File: config.mk
export PLATFORM = sky130hd
export DESIGN_NAME = systolic_mm_stream
export DESIGN_NICKNAME = d
export VERILOG_FILES = /design/src/rtl/systolic_mm_stream_pkg.sv /design/src/rtl/systolic_mm_stream_pe.sv /design/src/rtl/systolic_mm_stream.sv
export SDC_FILE = /design/constraint.sdc
export NUM_CORES = 1
export LEC_CHECK = 0
export CAP_MARGIN = 20
export CORE_MARGIN = 3
export CORE_UTILIZATION = 60
export DETAILED_ROUTE_END_ITERATION = 10
export GPL_TIMING_DRIVEN = 0
export PLACE_DENSITY = 0.84
export SYNTH_ARGS = -nofsm -noshare
export SYNTH_HDL_FRONTEND = slang
export SYNTH_SLANG_ARGS = --single-unit
File: constraint.sdc
create_clock -name clk -period 6.4 [get_ports clk]
set_input_delay 0.64 -clock clk [delete_from_list [all_inputs] [get_ports clk]]
set_output_delay 0.64 -clock clk [all_outputs]
set_load 0.01 [all_outputs]
File: src/rtl/systolic_mm_stream_pkg.sv
// Shared definitions for the output-stationary systolic matrix multiplier:
// controller state encoding and parameter-derivation helpers.
package systolic_mm_stream_pkg;

  typedef enum logic [1:0] {
    IDLE  = 2'd0,
    LOAD  = 2'd1,
    FLUSH = 2'd2,
    OUT   = 2'd3
  } state_t;

  // Product width plus enough headroom for N accumulations without overflow.
  function automatic int calc_acc_w(input int n, input int data_w);
    return 2 * data_w + $clog2(n);
  endfunction

  function automatic int idx_w(input int n);
    return ($clog2(n) > 0) ? $clog2(n) : 1;
  endfunction

endpackage

File: src/rtl/systolic_mm_stream_pe.sv
// One processing element: forwards a to the right and b downward through
// registers, and accumulates a*b in place (output-stationary).
module systolic_pe #(
  parameter int DATA_W = 2,
  parameter int ACC_W  = 6
) (
  input  logic              clk,
  input  logic              reset,
  input  logic              clr,
  input  logic              en,
  input  logic [DATA_W-1:0] a_in,
  input  logic [DATA_W-1:0] b_in,
  output logic [DATA_W-1:0] a_out,
  output logic [DATA_W-1:0] b_out,
  output logic [ACC_W-1:0]  acc
);

  logic [2*DATA_W-1:0] prod;

  assign prod = {{DATA_W{1'b0}}, a_in} * {{DATA_W{1'b0}}, b_in};

  // NOTE: state uses non-blocking assignments so every PE samples its
  // neighbour's value from before the edge, which is what makes the wave move.
  always_ff @(posedge clk or posedge reset) begin
    if (reset) begin
      a_out <= '0;
      b_out <= '0;
      acc   <= '0;
    end else begin
      a_out <= a_in;
      b_out <= b_in;
      if (clr)
        acc <= '0;
      else if (en)
        acc <= acc + ACC_W'(prod);
    end
  end

endmodule

File: src/rtl/systolic_mm_stream.sv
// NxN output-stationary systolic multiplier C = A x B: takes k-slices over
// valid/ready, skews them into the PE grid, drains, then streams C row-major.
module systolic_mm_stream
  import systolic_mm_stream_pkg::*;
#(
  parameter int N      = 3,
  parameter int DATA_W = 2,
  parameter int ACC_W  = calc_acc_w(N, DATA_W),
  parameter int IDX_W  = idx_w(N)
) (
  input  logic                clk,
  input  logic                reset,
  input  logic                in_valid,
  output logic                in_ready,
  input  logic [N*DATA_W-1:0] in_a,
  input  logic [N*DATA_W-1:0] in_b,
  output logic                out_valid,
  input  logic                out_ready,
  output logic [ACC_W-1:0]    out_data,
  output logic [IDX_W-1:0]    out_row,
  output logic [IDX_W-1:0]    out_col,
  output logic                out_last,
  output logic                busy
);

  localparam int               FL_W       = $clog2(2 * N);
  localparam logic [FL_W-1:0]  FLUSH_LAST = FL_W'(2 * N - 2);
  localparam logic [IDX_W-1:0] IDX_LAST   = IDX_W'(N - 1);

  state_t           state;
  logic [IDX_W-1:0] k_cnt;
  logic [FL_W-1:0]  fl_cnt;
  logic             beat;
  logic             clr;
  logic             en;

  // a_h[i][j] feeds PE(i,j) from the left; b_v[i][j] feeds PE(i,j) from above.
  logic [DATA_W-1:0] a_h [N][N+1];
  logic [DATA_W-1:0] b_v [N+1][N];
  logic [ACC_W-1:0]  acc [N][N];

  assign beat = in_valid && in_ready;
  assign clr  = (state == IDLE);
  assign en   = (state == LOAD) || (state == FLUSH);

  for (genvar gi = 0; gi < N; gi++) begin : g_skew
    logic [DATA_W-1:0] a_inj;
    logic [DATA_W-1:0] b_inj;

    // Non-beat cycles inject zeros, so bubbles contribute nothing to C.
    assign a_inj = beat ? in_a[gi*DATA_W +: DATA_W] : '0;
    assign b_inj = beat ? in_b[gi*DATA_W +: DATA_W] : '0;

    if (gi == 0) begin : g_direct
      assign a_h[0][0] = a_inj;
      assign b_v[0][0] = b_inj;
    end else begin : g_delay
      logic [DATA_W-1:0] a_sr [gi];
      logic [DATA_W-1:0] b_sr [gi];

      // NOTE: the delay lines are reset explicitly; an aborted job must not
      // leave operands in flight that would leak into the next result.
      always_ff @(posedge clk or posedge reset) begin
        if (reset) begin
          for (int s = 0; s < gi; s++) begin
            a_sr[s] <= '0;
            b_sr[s] <= '0;
          end
        end else begin
          a_sr[0] <= a_inj;
          b_sr[0] <= b_inj;
          for (int s = 1; s < gi; s++) begin
            a_sr[s] <= a_sr[s-1];
            b_sr[s] <= b_sr[s-1];
          end
        end
      end

      assign a_h[gi][0] = a_sr[gi-1];
      assign b_v[0][gi] = b_sr[gi-1];
    end
  end

  for (genvar gr = 0; gr < N; gr++) begin : g_row
    for (genvar gc = 0; gc < N; gc++) begin : g_col
      systolic_pe #(
        .DATA_W (DATA_W),
        .ACC_W  (ACC_W)
      ) u_pe (
        .clk   (clk),
        .reset (reset),
        .clr   (clr),
        .en    (en),
        .a_in  (a_h[gr][gc]),
        .b_in  (b_v[gr][gc]),
        .a_out (a_h[gr][gc+1]),
        .b_out (b_v[gr+1][gc]),
        .acc   (acc[gr][gc])
      );
    end
  end

  // Index registers are held at zero outside OUT, so gating on out_valid
  // is enough to keep the result port quiet between jobs.
  assign out_data = out_valid ? acc[out_row][out_col] : '0;
  assign out_last = out_valid && (out_row == IDX_LAST) && (out_col == IDX_LAST);

  always_ff @(posedge clk or posedge reset) begin
    if (reset) begin
      state     <= IDLE;
      in_ready  <= 1'b0;
      out_valid <= 1'b0;
      busy      <= 1'b0;
      k_cnt     <= '0;
      fl_cnt    <= '0;
      out_row   <= '0;
      out_col   <= '0;
    end else begin
      case (state)
        IDLE: begin
          state    <= LOAD;
          in_ready <= 1'b1;
          busy     <= 1'b1;
          k_cnt    <= '0;
        end
        LOAD: begin
          if (beat) begin
            if (k_cnt == IDX_LAST) begin
              state    <= FLUSH;
              in_ready <= 1'b0;
              k_cnt    <= '0;
              fl_cnt   <= '0;
            end else begin
              k_cnt <= k_cnt + 1'b1;
            end
          end
        end
        FLUSH: begin
          // 2N-1 cycles covers the longest skew-plus-pass path to PE(N-1,N-1).
          if (fl_cnt == FLUSH_LAST) begin
            state     <= OUT;
            out_valid <= 1'b1;
            fl_cnt    <= '0;
            out_row   <= '0;
            out_col   <= '0;
          end else begin
            fl_cnt <= fl_cnt + 1'b1;
          end
        end
        OUT: begin
          if (out_ready) begin
            if (out_row == IDX_LAST && out_col == IDX_LAST) begin
              state     <= IDLE;
              out_valid <= 1'b0;
              busy      <= 1'b0;
              out_row   <= '0;
              out_col   <= '0;
            end else if (out_col == IDX_LAST) begin
              out_col <= '0;
              out_row <= out_row + 1'b1;
            end else begin
              out_col <= out_col + 1'b1;
            end
          end
        end
        default: state <= IDLE;
      endcase
    end
  end

endmodule

==> flow_results.org <==
** Yosys
- Async SR Flop Fraction :: 100.0%
- Largest area contributor in the synthesized netlist :: sky130_fd_sc_hd__dfrtp_1
- Yosys warnings :: 0
- Fraction of post-synthesis cell area in the top cell type by area :: 44.33%
- After synthesis the netlist holds a flip-flop and latch count of 104.
- Post-synthesis area per instance :: 11.04 um2
- Post-synth net total :: 618
- Most used DFF post-synth :: sky130_fd_sc_hd__dfrtp_1
- The cell count after synthesis came out at 532.
- Total standard cell area after synthesis :: 0.005871 mm2
- Number of synthesized flops with an enable pin :: 0
- Of the synthesized area, sequential elements account for 44.33%.
- The synthesized netlist contains 46 unique library cells.
- Main area contributors after synthesis :: sky130_fd_sc_hd__dfrtp_1, sky130_fd_sc_hd__ha_1, sky130_fd_sc_hd__fa_1, sky130_fd_sc_hd__a22o_1, sky130_fd_sc_hd__o21ai_0

** GRT
- The number of antenna violations at the first check in global routing is 0.
- The first global-routing pass estimated 22.25 mm of wire.
- Entering global routing, the biggest net connects 65 pins.
- The number of global-route vias before repair was 4590.
- Global routing finished with a remaining overflow of 0.
- Total GRT Usage :: 25.48%

** Timing
- Final-report max-slew violation count :: 0
- The hold violation count in the final report came to 0.
- Between clock sinks in the finished design, the worst skew comes to 0.01064 ns.
- Achievable frequency :: 303.9 MHz
- Setup slack closes at 3.109 ns.
- For the pin with the worst max-slew slack, the measured transition is 0.7791 ns.
- Crit share post-route :: 51.42%
- Number of failing setup endpoints in the final timing report :: 0
- Measured against its own limit, the worst slew margin works out to 48.06%.
- The worst path needs 3.291 ns of the cycle, external delays included.
- Unrepaired setup endpoints after global routing :: false
- Hold timing on the final database bottoms out at a slack of 0.3592 ns.
- Final TNS setup :: 0 ns

** Power
- Power Dens Cells :: 166.6 mW/mm2
- Summing internal, switching and leakage power gives 0.001088 W.
- IR analysis of the VDD net gives a maximum drop of 0.1336 mV.
- Leak Pwr :: 3.513 nW

** Placed design
- Prior to clock tree synthesis, the placed netlist has a worst setup slack of 3.073 ns.
- Routability-driven placement finished with a final weighted congestion of 0.8993.
- Buffers added on ports :: 29
- After legalization and detailed placement, the total HPWL measured 9.706 mm.

** Die
- The core region is 0.009371 mm2.
- Once the floorplan was initialized, standard cells occupied 62.64% of the core.
- Overall die height :: 104.9 um
- For this design the top-level I/O count stands at 30.
- The die covers 0.01101 mm2.
- The floorplan has 35 rows.
- The die is 104.9 um wide.

** Clock tree
- Setup fix buffers added after clock tree synthesis :: 0
- The later pin in the worst-skew pair is clocked with a latency of 0.38 ns.
- Buffer levels on the longest clock path :: 2
- The number of gates resized after CTS was 0.
- Number of sinks driven by the clock tree :: 104
- Clock Tree Root :: sky130_fd_sc_hd__clkbuf_8
- Clock slew seen by the registers of the worst setup and hold paths :: 0.09 ns
- Maximum level of the CTS H-tree :: 3
- Cts bufs inserted :: 9
- For this design, the CTS-stage hold fixing added 0 buffers.
- CTS tree :: done

** Setup path
- Startpoint class of the critical path :: flop
- Endpoint of the worst register-to-register path :: g_row[0].g_col[0].u_pe.acc[5]$_DFFE_PP0P_
- Walking the worst path, the cells encountered are nor2b_1, buf_2, buf_6, a221oi_1, o32ai_1, clkdlybuf4s50_1.
- At the worst endpoint, the required time is 5.76 ns.
- Delay of the slowest critical-path stage :: 0.62 ns
- STA classifies the critical path endpoint as an output port.
- The critical path is of the reg2out type.
- Maximum fanout along the worst path :: 10
- The number of cells on the worst reg-to-reg path is 10.
- For this design, the slowest cell found on the critical path is sky130_fd_sc_hd__clkdlybuf4s50_1.
- In this run the critical register-to-register path is launched from in_ready$_DFFE_PP0P_.
- Data arrival time of the worst path :: 2.65 ns
- Reg2reg setup slack :: 3.85 ns

** Drt
- Drt via density :: 6.008
- The detailed router placed 4242 vias in this run.
- Remaining DRCs :: 0
- The detail route stage leaves a number of antenna-violating nets equal to 0.
- Final WL :: 12.93 mm
- After the first detailed-routing iteration, the DRC count stood at 259.
- Before antenna repair, the detailed router went through 5 iterations.
- After detailed routing, the average wire length per cell comes to 18.31 um.

** Final layout
- After filler insertion, the fill cell instance count of the layout stands at 696.
- Sequential cell area :: 0.002603 mm2
- Compared with the post-synthesis result, the final layout area differs by 11.25%.
- Antenna diode instance count :: 0
- The net count of the finished layout is 659.
- Multi-input gate area in the final layout :: 0.003003 mm2
- For this run, the share of the core covered by cells in the final layout is 69.69%.
- Of the cells placed in the final design, the portion with a size suffix greater than 1 is 7.626%.

** Outcome
- The flow ran to the end, and the final reports show no timing, DRC or antenna violations.

** Min path
- Worst min-delay path class :: reg2reg
- Origin of the worst min-delay path :: g_skew[2].g_delay.a_sr[2]$_DFF_PP0_
- The path with the worst hold slack has its endpoint at a_h[6]$_DFF_PP0_.
- Number of cells on the worst hold path :: 0

** Flow run
- Count of max-cap constraint violations :: 0
per-stage QoR:
step | instances | cell area, um2
after floorplan | 532 | 5871
after global placement | 690 | 6322
after detailed placement | 691 | 6345
after CTS | 706 | 6531
after global routing | 706 | 6531
final | 706 | 6531
state kept, by name, summed over array words and instances (netlist names):
signal	cells
out_row	2
k_cnt	2
out_valid	1
g_skew.g_delay.b_sr	4
g_row.g_col.u_pe.b_out	12
busy	1
state	2
g_skew.g_delay.a_sr	4
in_ready	1
a_h	2
g_row.g_col.u_pe.acc	54
b_v	2
fl_cnt	3
out_col	2
g_row.g_col.u_pe.a_out	12
logic make-up after synthesis:
logic type | share of synthesized area, %
xor gates and xnor gates | 1.343
buffers and inverters | 4.518
and+or+nand+nor | 9.442
AOI/OAI and AO/OA | 18.18
DFF | 44.33
muxes | 4.966
adders and majority gates | 17.22
Yosys cell counts (all sizes together) (2+ instances only):
cell type,n
buf,13
and2,19
a21o,17
nor2b,5
o32ai,5
a211oi,2
mux2i,16
nor2,20
inv,37
ha,52
a221oi,10
and3,12
nand3,10
a21oi,27
a22o,38
a32o,3
clkbuf,11
nand3b,2
nand2b,3
o21ai,37
fa,18
o22ai,3
nand2,36
o41ai,2
a31oi,3
xor2,9
dfrtp,104
mux2,11
worst max-delay path by stage:
stage,slack (ns),depth (start not counted),to,from
after detailed placement,3.07,11,g_row[0].g_col[0].u_pe.acc[5]$_DFFE_PP0P_,in_valid
after global routing,3.05,6,out_data[3],out_row[1]$_DFFE_PP0P_
after CTS,3.16,6,out_data[3],out_row[1]$_DFFE_PP0P_
after global placement,1.54,2,g_row[2].g_col[2].u_pe.acc[4]$_DFFE_PP0P_,reset
after floorplan,3.03,1,a_h[6]$_DFF_PP0_,reset
final,3.11,6,out_data[3],out_row[1]$_DFFE_PP0P_
metal layers:
layer	global-route usage, %	share of wire [%]	up-vias
li1	-	-	1981
met1	33.13	41	2122
met2	42.44	51	118
met3	5.868	5.1	21
met4	8.247	2.1	0
met5	0	0	-
report_power, final:
part | internal [W] | switching (W)
clock network | 0.000179 | 0.000228
registers | 0.000657 | 0
logic | 0.00000961 | 0.0000151
critical path: cells and delay by family (launching register included):
family | cells | cell delay, ns
flops | 1 | 0.54
simple gates | 1 | 0.15
buf+inv | 3 | 1.07
compound gates | 2 | 0.52
cell type report:
| type | instances | share of cell area (%) |
|---|---|---|
| buffer | 24 | 1.935 |
| sequential | 104 | 39.85 |
| multi-input combinational | 367 | 45.98 |
| inverter | 37 | 2.165 |
| clock buffer | 10 | 1.954 |
| tap | 129 | 2.471 |
| clock inverter | 5 | 0.9004 |
| timing repair buffer | 30 | 4.751 |
layout by cell type, fill, tap and decap left out, types with 10 or more instances in the layout:
master,Yosys,final
sky130_fd_sc_hd__a221oi_1,10,10
sky130_fd_sc_hd__o21ai_0,36,36
sky130_fd_sc_hd__and2_1,18,18
sky130_fd_sc_hd__ha_1,52,52
sky130_fd_sc_hd__nand2_1,36,36
sky130_fd_sc_hd__dfrtp_1,104,104
sky130_fd_sc_hd__inv_1,36,35
sky130_fd_sc_hd__a22o_1,38,38
sky130_fd_sc_hd__a21oi_1,26,26
sky130_fd_sc_hd__mux2i_1,16,16
sky130_fd_sc_hd__nand3_1,10,10
sky130_fd_sc_hd__fa_1,18,18
sky130_fd_sc_hd__clkbuf_1,10,11
sky130_fd_sc_hd__and3_1,12,12
sky130_fd_sc_hd__nor2_1,19,19
sky130_fd_sc_hd__clkdlybuf4s50_1,0,29
sky130_fd_sc_hd__a21o_1,17,17
(Power assumes the default switching activity.)
